--- config.mk ---
export PLATFORM = sky130hd
export DESIGN_NAME = alu_exec_ctrl_flat
export DESIGN_NICKNAME = d
export VERILOG_FILES = /design/src/rtl/alu_exec_pkg.sv /design/src/rtl/alu_exec_ctrl_if.sv /design/src/rtl/alu_exec_ctrl_pred_check.sv /design/src/rtl/alu_exec_ctrl.sv /design/src/flat_wrapper.sv
export SDC_FILE = /design/constraint.sdc
export NUM_CORES = 1
export LEC_CHECK = 0
export BUFFER_PORTS_ARGS = -buffer_cell sky130_fd_sc_hd__buf_2
export CAP_MARGIN = 20
export CORE_MARGIN = 2
export CORE_UTILIZATION = 36
export DETAILED_ROUTE_END_ITERATION = 8
export PLACE_DENSITY = 0.75
export SLEW_MARGIN = 20
export SYNTH_ARGS = -nofsm -noshare
export SYNTH_HDL_FRONTEND = slang
export SYNTH_HIERARCHICAL = 1
export SYNTH_SLANG_ARGS = --single-unit
--- constraint.sdc ---
create_clock -name clk -period 1.4 [get_ports clk]
set_input_delay 0.28 -clock clk [delete_from_list [all_inputs] [get_ports clk]]
set_output_delay 0.28 -clock clk [all_outputs]
set_load 0.03 [all_outputs]
--- src/rtl/alu_exec_pkg.sv ---
// -----------------------------------------------------------------------------
// alu_exec_pkg
// Definitions shared by the ALU execute-stage controller, its interface and
// its predicate checker: opcode and condition-code constants, flag bit
// indices, predicate encodings and the controller state enum.
// Optional feature macro used elsewhere: ALU_EXEC_DOUBLE_EN.
// -----------------------------------------------------------------------------
package alu_exec_pkg;

    localparam int OP_BITS   = 5;
    localparam int COND_BITS = 4;
    localparam int FLG_BITS  = 5;

    // Opcodes (octal). Ops 20..37 only modify P and never write back.
    localparam logic [4:0] OP_MOV   = 5'o00;
    localparam logic [4:0] OP_AND   = 5'o01;
    localparam logic [4:0] OP_OR    = 5'o02;
    localparam logic [4:0] OP_XOR   = 5'o03;
    localparam logic [4:0] OP_ADD   = 5'o04;
    localparam logic [4:0] OP_ADK   = 5'o05;
    localparam logic [4:0] OP_SUB   = 5'o06;
    localparam logic [4:0] OP_SBK   = 5'o07;
    localparam logic [4:0] OP_NOT   = 5'o10;
    localparam logic [4:0] OP_SHL   = 5'o11;
    localparam logic [4:0] OP_SHR   = 5'o12;
    localparam logic [4:0] OP_ASR   = 5'o13;
    localparam logic [4:0] OP_PBASE = 5'o20;

    // Condition codes
    localparam logic [3:0] COND_AL = 4'h0;
    localparam logic [3:0] COND_EQ = 4'h1;
    localparam logic [3:0] COND_NE = 4'h2;
    localparam logic [3:0] COND_CS = 4'h3;
    localparam logic [3:0] COND_CC = 4'h4;
    localparam logic [3:0] COND_MI = 4'h5;
    localparam logic [3:0] COND_PL = 4'h6;
    localparam logic [3:0] COND_VS = 4'h7;
    localparam logic [3:0] COND_VC = 4'h8;

    // Flag register bit positions {P,V,K,S,Z}
    localparam int FLG_Z = 0;
    localparam int FLG_S = 1;
    localparam int FLG_K = 2;
    localparam int FLG_V = 3;
    localparam int FLG_P = 4;

    // Predicate encodings
    localparam logic [1:0] PRED_ALWAYS = 2'b00;
    localparam logic [1:0] PRED_IF_P   = 2'b01;
    localparam logic [1:0] PRED_IF_NP  = 2'b10;
    localparam logic [1:0] PRED_NEVER  = 2'b11;

    typedef enum logic [2:0] {
        ST_IDLE    = 3'd0,
        ST_EXEC_LO = 3'd1,
        ST_WB_LO   = 3'd2,
        ST_EXEC_HI = 3'd3,
        ST_WB_HI   = 3'd4
    } state_t;

    // Add/subtract family (04..07): the only ops that can be chained into a
    // 24-bit double.
    function automatic logic is_chain_op(input logic [4:0] op);
        return (op[4:2] == 3'b001);
    endfunction

endpackage

--- src/rtl/alu_exec_ctrl_if.sv ---
// -----------------------------------------------------------------------------
// alu_exec_ctrl_if
// Decoded-instruction input port and register-file writeback port of the
// ALU execute controller.
//   master : decoder / register-file side (drives in_*, wb_ready)
//   slave  : controller side (drives in_ready, wb_valid, wb_dst, wb_data)
// in_ah/in_bh/in_dbl are only consumed when ALU_EXEC_DOUBLE_EN is defined.
// -----------------------------------------------------------------------------
interface alu_exec_ctrl_if
    import alu_exec_pkg::*;
#(
    parameter int WIDTH    = 12,
    parameter int DST_BITS = 3
);
    logic                 in_valid;
    logic                 in_ready;
    logic [OP_BITS-1:0]   in_op;
    logic [COND_BITS-1:0] in_cond;
    logic [1:0]           in_pred;
    logic [WIDTH-1:0]     in_a;
    logic [WIDTH-1:0]     in_b;
    logic [WIDTH-1:0]     in_ah;
    logic [WIDTH-1:0]     in_bh;
    logic                 in_dbl;
    logic [DST_BITS-1:0]  in_dst;

    logic                 wb_valid;
    logic [DST_BITS-1:0]  wb_dst;
    logic [WIDTH-1:0]     wb_data;
    logic                 wb_ready;

    modport master (
        output in_valid, in_op, in_cond, in_pred, in_a, in_b, in_ah, in_bh,
               in_dbl, in_dst, wb_ready,
        input  in_ready, wb_valid, wb_dst, wb_data
    );

    modport slave (
        input  in_valid, in_op, in_cond, in_pred, in_a, in_b, in_ah, in_bh,
               in_dbl, in_dst, wb_ready,
        output in_ready, wb_valid, wb_dst, wb_data
    );
endinterface

--- src/rtl/alu_exec_ctrl_pred_check.sv ---
// -----------------------------------------------------------------------------
// alu_pred_check
// Combinational predicate evaluation.
//   pred    in  2  predicate encoding (always / if P / if not P / never)
//   p_flag  in  1  current P flag
//   execute out 1  instruction should run
// -----------------------------------------------------------------------------
module alu_pred_check
    import alu_exec_pkg::*;
(
    input  logic [1:0] pred,
    input  logic       p_flag,
    output logic       execute
);
    always_comb begin
        execute = 1'b0;
        case (pred)
            PRED_ALWAYS: execute = 1'b1;
            PRED_IF_P:   execute = p_flag;
            PRED_IF_NP:  execute = ~p_flag;
            default:     execute = 1'b0;
        endcase
    end
endmodule

--- src/rtl/alu_exec_ctrl.sv ---
// -----------------------------------------------------------------------------
// alu_exec_ctrl
// Execute-stage controller for a combinational 12-bit ALU. Accepts one decoded
// instruction per handshake, applies predication against P, drives the ALU,
// owns the {P,V,K,S,Z} flag register and writes results back to the register
// file over a valid/ready port.
// Ports:
//   clk, rst                 clock, synchronous active-high reset
//   bus (slave)              instruction input + writeback port
//   alu_a/alu_b/alu_op/
//   alu_cond/alu_flg         registered ALU drive (alu_flg = flag register)
//   alu_q/alu_flg_res        ALU result and flag output
//   flags                    architectural flag register
// Define ALU_EXEC_DOUBLE_EN to build 24-bit add/sub as two chained beats
// (EXEC_HI/WB_HI); otherwise in_dbl/in_ah/in_bh are ignored.
// -----------------------------------------------------------------------------
module alu_exec_ctrl
    import alu_exec_pkg::*;
#(
    parameter int WIDTH    = 12,
    parameter int DST_BITS = 3
)(
    input  logic                 clk,
    input  logic                 rst,
    alu_exec_ctrl_if.slave       bus,
    output logic [WIDTH-1:0]     alu_a,
    output logic [WIDTH-1:0]     alu_b,
    output logic [OP_BITS-1:0]   alu_op,
    output logic [COND_BITS-1:0] alu_cond,
    output logic [FLG_BITS-1:0]  alu_flg,
    input  logic [WIDTH-1:0]     alu_q,
    input  logic [FLG_BITS-1:0]  alu_flg_res,
    output logic [FLG_BITS-1:0]  flags
);
    state_t                state_q, state_d;

    // Latched instruction fields
    logic                  pop_q, pop_d;      // P-modifying op: no writeback
    logic [DST_BITS-1:0]   dst_q, dst_d;

    // Registered outputs
    logic [WIDTH-1:0]      alu_a_q, alu_a_d;
    logic [WIDTH-1:0]      alu_b_q, alu_b_d;
    logic [OP_BITS-1:0]    alu_op_q, alu_op_d;
    logic [COND_BITS-1:0]  alu_cond_q, alu_cond_d;
    logic                  wb_valid_q, wb_valid_d;
    logic [DST_BITS-1:0]   wb_dst_q, wb_dst_d;
    logic [WIDTH-1:0]      wb_data_q, wb_data_d;
    logic [FLG_BITS-1:0]   flags_q, flags_d;

    logic                  in_ready;
    logic                  pred_ok;
    logic                  issue;
    logic                  dbl_active;

`ifdef ALU_EXEC_DOUBLE_EN
    logic [OP_BITS-1:0]    op_q, op_d;
    logic [COND_BITS-1:0]  cond_q, cond_d;
    logic [WIDTH-1:0]      ah_q, ah_d;
    logic [WIDTH-1:0]      bh_q, bh_d;
    logic                  dbl_q, dbl_d;
    localparam logic [DST_BITS-1:0] DST_ONE = 1;

    assign dbl_active = dbl_q;
`else
    logic                  unused_dbl;

    assign dbl_active = 1'b0;
    assign unused_dbl = ^{bus.in_dbl, bus.in_ah, bus.in_bh};
`endif

    // Only the idle state accepts; reset forces not-ready even in IDLE.
    assign in_ready = (state_q == ST_IDLE) & ~rst;

    alu_pred_check u_pred (
        .pred    (bus.in_pred),
        .p_flag  (flags_q[FLG_P]),
        .execute (pred_ok)
    );

    // A skipped instruction is consumed by the handshake but never leaves IDLE.
    assign issue = bus.in_valid & in_ready & pred_ok;

    // ---------------- state register ----------------
    always_ff @(posedge clk) begin
        if (rst) begin
            state_q <= ST_IDLE;
        end else begin
            state_q <= state_d;
        end
    end

    // ---------------- next-state logic ----------------
    always_comb begin
        state_d = state_q;
        case (state_q)
            ST_IDLE:    if (issue) state_d = ST_EXEC_LO;
            ST_EXEC_LO: state_d = pop_q ? ST_IDLE : ST_WB_LO;
            ST_WB_LO:   if (bus.wb_ready) state_d = dbl_active ? ST_EXEC_HI : ST_IDLE;
`ifdef ALU_EXEC_DOUBLE_EN
            ST_EXEC_HI: state_d = ST_WB_HI;
            ST_WB_HI:   if (bus.wb_ready) state_d = ST_IDLE;
`endif
            default:    state_d = ST_IDLE;
        endcase
    end

    // ---------------- output / datapath logic ----------------
    always_comb begin
        pop_d = pop_q;
        dst_d = dst_q;
`ifdef ALU_EXEC_DOUBLE_EN
        op_d   = op_q;
        cond_d = cond_q;
        ah_d   = ah_q;
        bh_d   = bh_q;
        dbl_d  = dbl_q;
`endif
        if (issue) begin
            pop_d = bus.in_op[4];
            dst_d = bus.in_dst;
`ifdef ALU_EXEC_DOUBLE_EN
            op_d   = bus.in_op;
            cond_d = bus.in_cond;
            ah_d   = bus.in_ah;
            bh_d   = bus.in_bh;
            dbl_d  = bus.in_dbl & is_chain_op(bus.in_op);
`endif
        end

        // ALU drive is registered, so it is computed from the state being
        // entered. EXEC_LO is only entered straight from an accept, so the
        // low operands come from the bus and need no holding register.
        alu_a_d    = '0;
        alu_b_d    = '0;
        alu_op_d   = OP_MOV;
        alu_cond_d = COND_AL;
        case (state_d)
            ST_EXEC_LO: begin
                alu_a_d    = bus.in_a;
                alu_b_d    = bus.in_b;
                alu_op_d   = bus.in_op;
                alu_cond_d = bus.in_cond;
            end
`ifdef ALU_EXEC_DOUBLE_EN
            ST_EXEC_HI: begin
                // High beat always uses the carry-in form (ADD->ADK, SUB->SBK).
                alu_a_d    = ah_q;
                alu_b_d    = bh_q;
                alu_op_d   = {op_q[4:1], 1'b1};
                alu_cond_d = cond_q;
            end
`endif
            default: ;
        endcase

        wb_valid_d = (state_d == ST_WB_LO);
        wb_dst_d   = wb_dst_q;
        if (state_d == ST_WB_LO) begin
            wb_dst_d = dst_q;
        end
`ifdef ALU_EXEC_DOUBLE_EN
        if (state_d == ST_WB_HI) begin
            wb_valid_d = 1'b1;
            wb_dst_d   = dst_q + DST_ONE;
        end
`endif

        // Result and flags are captured at the end of every EXEC cycle.
        wb_data_d = wb_data_q;
        flags_d   = flags_q;
        if ((state_q == ST_EXEC_LO) || (state_q == ST_EXEC_HI)) begin
            wb_data_d = alu_q;
            flags_d   = alu_flg_res;
        end
    end

    always_ff @(posedge clk) begin
        if (rst) begin
            pop_q      <= 1'b0;
            dst_q      <= '0;
            alu_a_q    <= '0;
            alu_b_q    <= '0;
            alu_op_q   <= OP_MOV;
            alu_cond_q <= COND_AL;
            wb_valid_q <= 1'b0;
            wb_dst_q   <= '0;
            wb_data_q  <= '0;
            flags_q    <= '0;
`ifdef ALU_EXEC_DOUBLE_EN
            op_q       <= OP_MOV;
            cond_q     <= COND_AL;
            ah_q       <= '0;
            bh_q       <= '0;
            dbl_q      <= 1'b0;
`endif
        end else begin
            pop_q      <= pop_d;
            dst_q      <= dst_d;
            alu_a_q    <= alu_a_d;
            alu_b_q    <= alu_b_d;
            alu_op_q   <= alu_op_d;
            alu_cond_q <= alu_cond_d;
            wb_valid_q <= wb_valid_d;
            wb_dst_q   <= wb_dst_d;
            wb_data_q  <= wb_data_d;
            flags_q    <= flags_d;
`ifdef ALU_EXEC_DOUBLE_EN
            op_q       <= op_d;
            cond_q     <= cond_d;
            ah_q       <= ah_d;
            bh_q       <= bh_d;
            dbl_q      <= dbl_d;
`endif
        end
    end

    assign bus.in_ready = in_ready;
    assign bus.wb_valid = wb_valid_q;
    assign bus.wb_dst   = wb_dst_q;
    assign bus.wb_data  = wb_data_q;
    assign alu_a        = alu_a_q;
    assign alu_b        = alu_b_q;
    assign alu_op       = alu_op_q;
    assign alu_cond     = alu_cond_q;
    assign alu_flg      = flags_q;
    assign flags        = flags_q;

endmodule

--- src/flat_wrapper.sv ---
// flat-port wrapper written by rule: the top's interface ports become plain ports
module alu_exec_ctrl_flat import alu_exec_pkg::*;
#(
    parameter int WIDTH    = 12,
    parameter int DST_BITS = 3
)
  (clk, rst, alu_a, alu_b, alu_op, alu_cond, alu_flg, alu_q, alu_flg_res, flags, bus_in_valid, bus_in_op, bus_in_cond, bus_in_pred, bus_in_a, bus_in_b, bus_in_ah, bus_in_bh, bus_in_dbl, bus_in_dst, bus_wb_ready, bus_in_ready, bus_wb_valid, bus_wb_dst, bus_wb_data);
  alu_exec_ctrl_if #(.WIDTH(WIDTH), .DST_BITS(DST_BITS)) bus_i ();
  input  logic clk;
  input  logic rst;
  output logic [WIDTH-1:0] alu_a;
  output logic [WIDTH-1:0] alu_b;
  output logic [OP_BITS-1:0] alu_op;
  output logic [COND_BITS-1:0] alu_cond;
  output logic [FLG_BITS-1:0] alu_flg;
  input  logic [WIDTH-1:0] alu_q;
  input  logic [FLG_BITS-1:0] alu_flg_res;
  output logic [FLG_BITS-1:0] flags;
  input wire logic [$bits(bus_i.in_valid)-1:0] bus_in_valid;
  input wire logic [$bits(bus_i.in_op)-1:0] bus_in_op;
  input wire logic [$bits(bus_i.in_cond)-1:0] bus_in_cond;
  input wire logic [$bits(bus_i.in_pred)-1:0] bus_in_pred;
  input wire logic [$bits(bus_i.in_a)-1:0] bus_in_a;
  input wire logic [$bits(bus_i.in_b)-1:0] bus_in_b;
  input wire logic [$bits(bus_i.in_ah)-1:0] bus_in_ah;
  input wire logic [$bits(bus_i.in_bh)-1:0] bus_in_bh;
  input wire logic [$bits(bus_i.in_dbl)-1:0] bus_in_dbl;
  input wire logic [$bits(bus_i.in_dst)-1:0] bus_in_dst;
  input wire logic [$bits(bus_i.wb_ready)-1:0] bus_wb_ready;
  output wire logic [$bits(bus_i.in_ready)-1:0] bus_in_ready;
  output wire logic [$bits(bus_i.wb_valid)-1:0] bus_wb_valid;
  output wire logic [$bits(bus_i.wb_dst)-1:0] bus_wb_dst;
  output wire logic [$bits(bus_i.wb_data)-1:0] bus_wb_data;
  assign bus_i.in_valid = bus_in_valid;
  assign bus_i.in_op = bus_in_op;
  assign bus_i.in_cond = bus_in_cond;
  assign bus_i.in_pred = bus_in_pred;
  assign bus_i.in_a = bus_in_a;
  assign bus_i.in_b = bus_in_b;
  assign bus_i.in_ah = bus_in_ah;
  assign bus_i.in_bh = bus_in_bh;
  assign bus_i.in_dbl = bus_in_dbl;
  assign bus_i.in_dst = bus_in_dst;
  assign bus_i.wb_ready = bus_wb_ready;
  assign bus_in_ready = bus_i.in_ready;
  assign bus_wb_valid = bus_i.wb_valid;
  assign bus_wb_dst = bus_i.wb_dst;
  assign bus_wb_data = bus_i.wb_data;
  alu_exec_ctrl #(.WIDTH(WIDTH), .DST_BITS(DST_BITS)) u_core (.clk(clk), .rst(rst), .bus(bus_i), .alu_a(alu_a), .alu_b(alu_b), .alu_op(alu_op), .alu_cond(alu_cond), .alu_flg(alu_flg), .alu_q(alu_q), .alu_flg_res(alu_flg_res), .flags(flags));
endmodule
### After elaboration in Yosys (flattened, before gate mapping)

Index checks and enable logic that the tools add are counted.

| storage, ports and cells | value |
|---|---|
| register bits after elaboration | 61 |
| word-level logic and storage cells | 33 |
| output and inout bits | 60 |

| operators by class | value |
|---|---|
| equality and inequality tests | 7 |
| reductions and logical operators | 4 |
| bitwise gates (word level) | 6 |
| muxes and demuxes | 5 |

Operator list:

| cell | count |
|---|---|
| $eq 3x2->1 const B | 3 |
| $pmux 3 s3 | 1 |
| $eq 3x1->1 const B | 2 |
| $mux 3 | 2 |
| $and 1x1->1 | 3 |
| $logic_not 3->1 | 1 |
| $not 1->1 | 3 |
| $pmux 1 s3 | 1 |
| $eq 2x1->1 const B | 1 |
| $eq 2x2->1 const B | 1 |
| $logic_not 2->1 | 1 |
| $mux 2 | 1 |
| $reduce_or 2->1 | 1 |
| $logic_or 1x1->1 | 1 |

### Longest topological paths before layout

Gate-level depths: netlist (run 1).

| depth | value |
|---|---|
| depth in word-level cells | 9 |
| gate-level depth with buffers | 7 |
| gate-level depth less buffers | 4 |

### Hierarchy

Netlist (run 1), hierarchy kept.

Modules (own cells, without submodules):

| module | times used | cells each | seq. area each (um2) | area each (um2) |
|---|---|---|---|---|
| alu_exec_ctrl | 1 | 200 | 1221.2 | 1978.1 |
| alu_pred_check | 1 | 1 | 0.0 | 10.0 |

### Worst setup path before layout (run 1)

OpenSTA, ideal clock, no wires.

| path | value |
|---|---|
| kind | flip-flop to flip-flop |
| start point | register u_core.flags_q[4], in the netlist u_core/alu_flg[4] |
| end point | register u_core.dst_q[0] |
| data arrival time | 1.471 ns |
| slack | -0.142 ns |
| library setup time | 0.070 ns |
| cell stages (with the launch flop) | 7 |
| path buffers | 2 |
| required time | 1.330 ns |
| cells stage by stage | dfxtp_1 -> mux2i_1 -> and2_1 -> clkbuf_1 -> buf_2 -> nand3_1 -> a21oi_1 |

| on the way | value |
|---|---|
| cells in the longest elaborated chain, start to end | 3 |

RTL lines:

| item | RTL line | source |
|---|---|---|
| start: declaration | alu_exec_ctrl.sv:49 | `logic [FLG_BITS-1:0] flags_q, flags_d;` |
| start signal: assignment | alu_exec_ctrl.sv:207 | `flags_q <= flags_d;` |
| $not 1->1 | alu_exec_ctrl_pred_check.sv:20 | `PRED_IF_NP: execute = ~p_flag;` |
| $pmux 1 s3 * | alu_exec_ctrl_pred_check.sv:17 | `case (pred)` |
| net u_core.pred_ok | alu_exec_ctrl.sv:52 | `logic pred_ok;` |
| $and 1x1->1 * | alu_exec_ctrl.sv:82 | `assign issue = bus.in_valid & in_ready & pred_ok;` |
| end signal: assignment | alu_exec_ctrl.sv:199 | `dst_q <= dst_d;` |
| end: declaration | alu_exec_ctrl.sv:39 | `logic [DST_BITS-1:0] dst_q, dst_d;` |

The timed path passes the listed nets; every way through them passes the cells marked *.
A chain may end at the register's enable or synchronous reset.

### Final worst setup path (run 1)

| path | value |
|---|---|
| start point | register u_core.state_q[2] |
| end point | output port bus_in_ready |

| on the way | value |
|---|---|
| cells in the longest elaborated chain, start to end | 2 |

RTL lines:

| item | RTL line | source |
|---|---|---|
| start: declaration | alu_exec_ctrl.sv:35 | `state_t state_q, state_d;` |
| start signal: assignment | alu_exec_ctrl.sv:89 | `state_q <= state_d;` |
| $logic_not 3->1 | alu_exec_ctrl.sv:73 | `assign in_ready = (state_q == ST_IDLE) & ~rst;` |
| $and 1x1->1 | alu_exec_ctrl.sv:73 |  |
| end: declaration | flat_wrapper.sv:30 | `output wire logic [$bits(bus_i.in_ready)-1:0] bus_in_ready;` |

Every way passes these cells.

==> metrics.txt, run 1 <==
status=finished with violations; failing checks=negative setup slack; Synth top area share=61.42%; initial drt markers=between 40 and 50; Initial Util=36.78%; CP Capture Type=primary output; R2R setup slack=-0.20 ns; TNS Setup=-4.759 ns; wire per inst=11.96 um; ys flop type=dfxtp_1; Top Ports=144; met2 Use GR=29.22%; RSZ-0062 raised after global routing=true; Final min period=~1.7 ns; CP startpoint kind=flop; total CTS buffers=9; total track usage=17.09%; grt peak-use layer=met2; asr flop ratio synth=0%; clock latency on the worst-skew pair=0.32 ns; post-synth net total=about 290; hold_sp=bus_in_cond[1]; die height=slightly below 80 um; layout cells sized above 1=~52%; GRT met1 Usage=17.75%; Max Buffers Root-to-Sink=2; vias in the first global route=between 1,500 and 2,000; Rows=27; fin util=56.04%; worst reg2reg startpoint=u_core/state_q[2]; DRC violations left=0; sequential share of the synthesized area=around 61%; CTS tree=done; Hold Path Depth=2; Final nets=roughly 410; Syn Std Cell Area=just under 2000 um2; Worst Reg-to-Reg Cells=7; antenna viol nets, final=0; Worst Path Required=1.12 ns; post-synth top area cell=dfxtp_1; Detailed Place HPWL=3320 um; htree depth=3; synth warn=6; crit share post-route=118.9%; port buffer count=118; number of clock sinks=between 60 and 70; Power Dens Cells=1119 nW/um2; Mean Syn Cell Area=slightly below 10 um2; area delta synth->final=52.36%; Post-synth EDFFs=0; critical path peak fanout=2; list of most frequent post-synthesis cells=61 x dfxtp_1, 35 x nand2_1, 32 x and3_1; met3 Track Usage GR=slightly below 8%; Gate Count Post-Synth=201; # setup viols final=38; Clock Root Buffer=clkbuf_8; first-pass GRT wire length=between 8000 and 9000 um; Final Power=0.003391 W; placed cell count=around 380; TritonRoute pass-1 iters=4; Peak VDD IR=~0.73 mV; final cell count without fillers=405; Area contributors post-synth=dfxtp_1 61%, and3_1 10%, nand2_1 6.6%; final hold viol count=0; routed wire length=just under 5000 um; Min Hold Slack=~0.17 ns; Final GP Congestion=about 0.77; register bit total from synthesis=61; CTS clk-pin slew, worst paths=~0.060 ns; initial antenna violation count=0; Hold Buf Count CTS=0; top-count cell post-synth=dfxtp_1; pin count of the biggest net entering global routing=33; via total after detailed routing=1,854; core footprint=5405 um2; # diodes=0; final slew viol count=0; leakage=approximately 1.5 nW; Die Span X=78.32 um; Filler cells=499; Synth cell types=24; worst clock skew=0.006157 ns; die area=~6100 um2; Max Cap Viol=0; Min-Delay Path Class=input pin to flop; Crit Reg-Reg Endpoint=u_core/alu_b[8]; Worst Path Arrival=~1.4 ns; critical path class=flop to primary output; fmax=around 600 MHz; Via-to-Cell Ratio=4.578; Hold EP=u_core/alu_cond[1]; Remaining Overflow, GRT=0; worst setup margin=-0.2645 ns
==> critical path: stages (launching register included) <==
cell and delay (ns):
dfxtp_2 0.32, or4_4 0.56, clkinv_8 0.07, buf_8 0.11
==> report_power, final <==
| group | total [W] | switching [W] | internal [W] |
|---|---|---|---|
| clock network | 0.00127 | 0.000598 | 0.000676 |
| registers | 0.00178 | 0.0000107 | 0.00177 |
| logic | 0.000340 | 0.000176 | 0.000164 |
| total | 0.00339 | 0.000785 | 0.00261 |
==> logic make-up after synthesis <==
group                  Yosys count  synth area share, %
AO/OA/AOI/OAI                   32                8.055
buffers and inverters           22                7.552
AND/OR/NAND/NOR                 84                22.28
multiplexers                     1               0.5035
flip-flops                      61                61.42
other                            1               0.1886
==> what timing repair did <==
action                     4_1_cts  5_1_grt
cloned                           2        1
buffers inserted                 8        2
setup endpoints to repair       30       41
resized for setup               21       19
pin swaps                        7        6
==> metrics by stage <==
step                setup WS, ns  area (um2)
CTS                      -0.2803        3003
detailed placement      -0.08850        2630
global placement        -0.06822        2630
global route             -0.3145        3029
finish                   -0.2645        3029
floorplan               -0.02350        1996
==> area by class of cell <==
cell class | instances | area, um2 | area share [%]
Clock buffer | 13 | 148.9 | 4.915
Clock inverter | 2 | 10.01 | 0.3304
Inverter | 2 | 20.02 | 0.6609
Multi-Input combinational cell | 118 | 709.4 | 23.42
Sequential cell | 61 | 1226 | 40.48
Tap cell | 72 | 90.09 | 2.974
Timing Repair Buffer | 137 | 824.5 | 27.22
==> metal layers <==
metal  share of wire [%]  wire (um)  vias to the layer above
met3                  12        596                        6
met1                  38       1828                      828
met5                   0          0                        -
met4                 1.2         57                        0
li1                    -          -                      924
met2                  49       2361                       96
==> worst max path at each step <==
stage	end	startpoint	slack [ns]
4_1_cts	bus_in_ready	u_core/state_q[2]	-0.28
5_1_grt	bus_in_ready	u_core/state_q[2]	-0.31
3_5_place_dp	u_core/bus.wb_dst[2]	bus_wb_ready	-0.09
2_1_floorplan	bus_in_ready	u_core/state_q[1]	-0.02
3_3_place_gp	u_core/bus.wb_dst[2]	bus_wb_ready	-0.07
6_report	bus_in_ready	u_core/state_q[2]	-0.26
==> sequential cells by signal (all words and copies together) (netlist names), 4 cells and up <==
| name | cells |
|---|---|
| u_core/alu_a | 12 |
| u_core/alu_b | 12 |
| u_core/bus.wb_data | 12 |
| u_core/alu_flg | 5 |
| u_core/alu_op | 5 |
| u_core/alu_cond | 4 |
==> placed cells by master (no fill, tap or decap), types with 5 or more instances in the layout <==
cell type,instances
clkbuf_8,10
nand2_1,35
and3_1,27
a21oi_1,22
buf_2,117
and3_4,5
dfxtp_1,57
buf_4,10
No activity file was read; power rests on OpenSTA's default activity.
==> inputs of run 2 (changes only) <==
--- a/config.mk
+++ b/config.mk
@@ -8,9 +8,10 @@
 export BUFFER_PORTS_ARGS = -buffer_cell sky130_fd_sc_hd__buf_2
 export CAP_MARGIN = 20
 export CORE_MARGIN = 2
-export CORE_UTILIZATION = 36
+export CORE_UTILIZATION = 40
 export DETAILED_ROUTE_END_ITERATION = 8
-export PLACE_DENSITY = 0.75
+export PLACE_DENSITY = 0.79
+export REMOVE_ABC_BUFFERS = 1
 export SLEW_MARGIN = 20
 export SYNTH_ARGS = -nofsm -noshare
 export SYNTH_HDL_FRONTEND = slang
==> constraint.sdc (replaced) <==
create_clock -name clk -period 1.85 [get_ports clk]
set_input_delay 0.37 -clock clk [delete_from_list [all_inputs] [get_ports clk]]
set_output_delay 0.37 -clock clk [all_outputs]
set_load 0.03 [all_outputs]
==> run 2 against run 1 <==
Compared with the run above: via count decreased by 6.9%; core utilization increased by 2.7 points; the run now ends clean; critical path depth unchanged; routed wire length decreased by 5.9%; flip-flop and latch count unchanged; die area decreased by 9.5%; non-clock buffer count decreased by 13; clock-buffer cell count unchanged; clock skew about the same; global-route usage decreased by 0.70 points; design area decreased by 7.8%.
==> metrics.txt, run 2 (same netlist as run 1, synthesis figures left out) <==
status=complete, no violations; die height=74.50 um; CP startpoint kind=flop; Min-Delay Path Class=input pin to flop; CP Capture Type=primary output; layout cells sized above 1=44.86%; # setup viols final=0; critical path class=flop to primary output; core footprint=4755 um2; Via-to-Cell Ratio=4.451; Worst Path Arrival=1.41 ns; Top Ports=144; clock latency on the worst-skew pair=0.31 ns; htree depth=3; die area=between 5000 and 6000 um2; wire per inst=11.75 um; CTS tree=done; RSZ-0062 raised after global routing=false; Min Hold Slack=0.2720 ns; worst setup margin=~0.07 ns; first-pass GRT wire length=just under 7000 um; R2R setup slack=0.18 ns; Final GP Congestion=0.7432; Max Buffers Root-to-Sink=2; initial antenna violation count=0; vias in the first global route=1,550; critical path peak fanout=5; Detailed Place HPWL=3274 um; TritonRoute pass-1 iters=4; total track usage=16.39%; worst clock skew=0.006233 ns; initial drt markers=57; number of clock sinks=61; # diodes=0; most common cell after layout, fill and taps aside=buf_2; DRC violations left=0; placed cell area=2575 um2; port buffer count=118; Remaining Overflow, GRT=0; Max Cap Viol=0; Die Span X=74.50 um; routed wire length=4558 um; Worst Path Required=between 1 and 1.5 ns; fmax=between 500 and 600 MHz; antenna viol nets, final=0; CTS clk-pin slew, worst paths=0.07 ns; pin count of the biggest net entering global routing=37; Finished Cell Area=2793 um2; Final nets=400; Power Dens Cells=946.6 nW/um2; final slew viol count=0; Clock Root Buffer=clkbuf_8; Initial Util=41.82%; Rows=25; total CTS buffers=9; setup slack at placement=0.1881 ns; Final Power=0.002643 W; Final min period=1.780 ns; commonest cells after routing, fill and taps aside=117 x buf_2, 61 x dfxtp_1, 35 x nand2_1, 32 x and3_1, 26 x a21oi_1; Peak VDD IR=approximately 0.5 mV; Hold Buf Count CTS=0; leakage=1.477 nW; crit share post-route=between 90% and 100%; via total after detailed routing=1,727; final hold viol count=0; slew margin rel.=57.65%; area delta synth->final=40.47%; Slew @ Worst Pin=about 0.64 ns
## run 2: path summary, 6_finish.rpt
check	to	start	cells after the start
worst max-delay path	bus_in_ready	u_core/state_q[1]	3
worst min-delay path	u_core/alu_cond[3]	bus_in_cond[3]	2
worst max register to register	u_core/dst_q[2]	u_core/state_q[1]	6
worst min register to register	u_core/bus.wb_data[6]	u_core/bus.wb_data[6]	2
## run 2: per-stage QoR
step                util (%)   TNS, ns  std cells
floorplan                  -  -0.01182        181
global placement       54.16         0        370
detailed placement     54.16         0        370
CTS                    58.74         0        388
global route           58.74         0        388
finish                 58.74         0        388
## run 2: power by group
part           switching, W  internal [W]
Clock              0.000471      0.000628
Sequential       0.00000891       0.00134
Combinational      0.000114     0.0000862
## run 2: layout make-up
type,count,area [um2]
inverter,2,20.02
clock inverter,3,17.52
timing repair buffer,124,654.4
sequential,61,1221
fill,452,1962
tap,67,83.83
clock buffer,13,178.9
multi-input combinational,118,616.8
## run 2: critical path, cell delays in order (launching register included)
cell,delay [ns]
dfxtp_1,0.33
or4_4,0.57
clkinv_8,0.07
buf_6,0.12
## run 2: what timing repair did
action | CTS | global route
gates resized for setup | 2 | 0
pin swaps | 1 | 1
setup endpoints to repair | 1 | 1
setup buffers | 2 | 0
## run 2: per-layer routing
layer  share of wire, %  GRT usage [%]  vias up  wire, um
met5                  0              0        -         0
met4               0.92          7.738        0        42
met3                 10          6.640        5       456
met2                 48          28.71       76      2188
met1                 41          17.06      749      1871
li1                   -              -      897         -
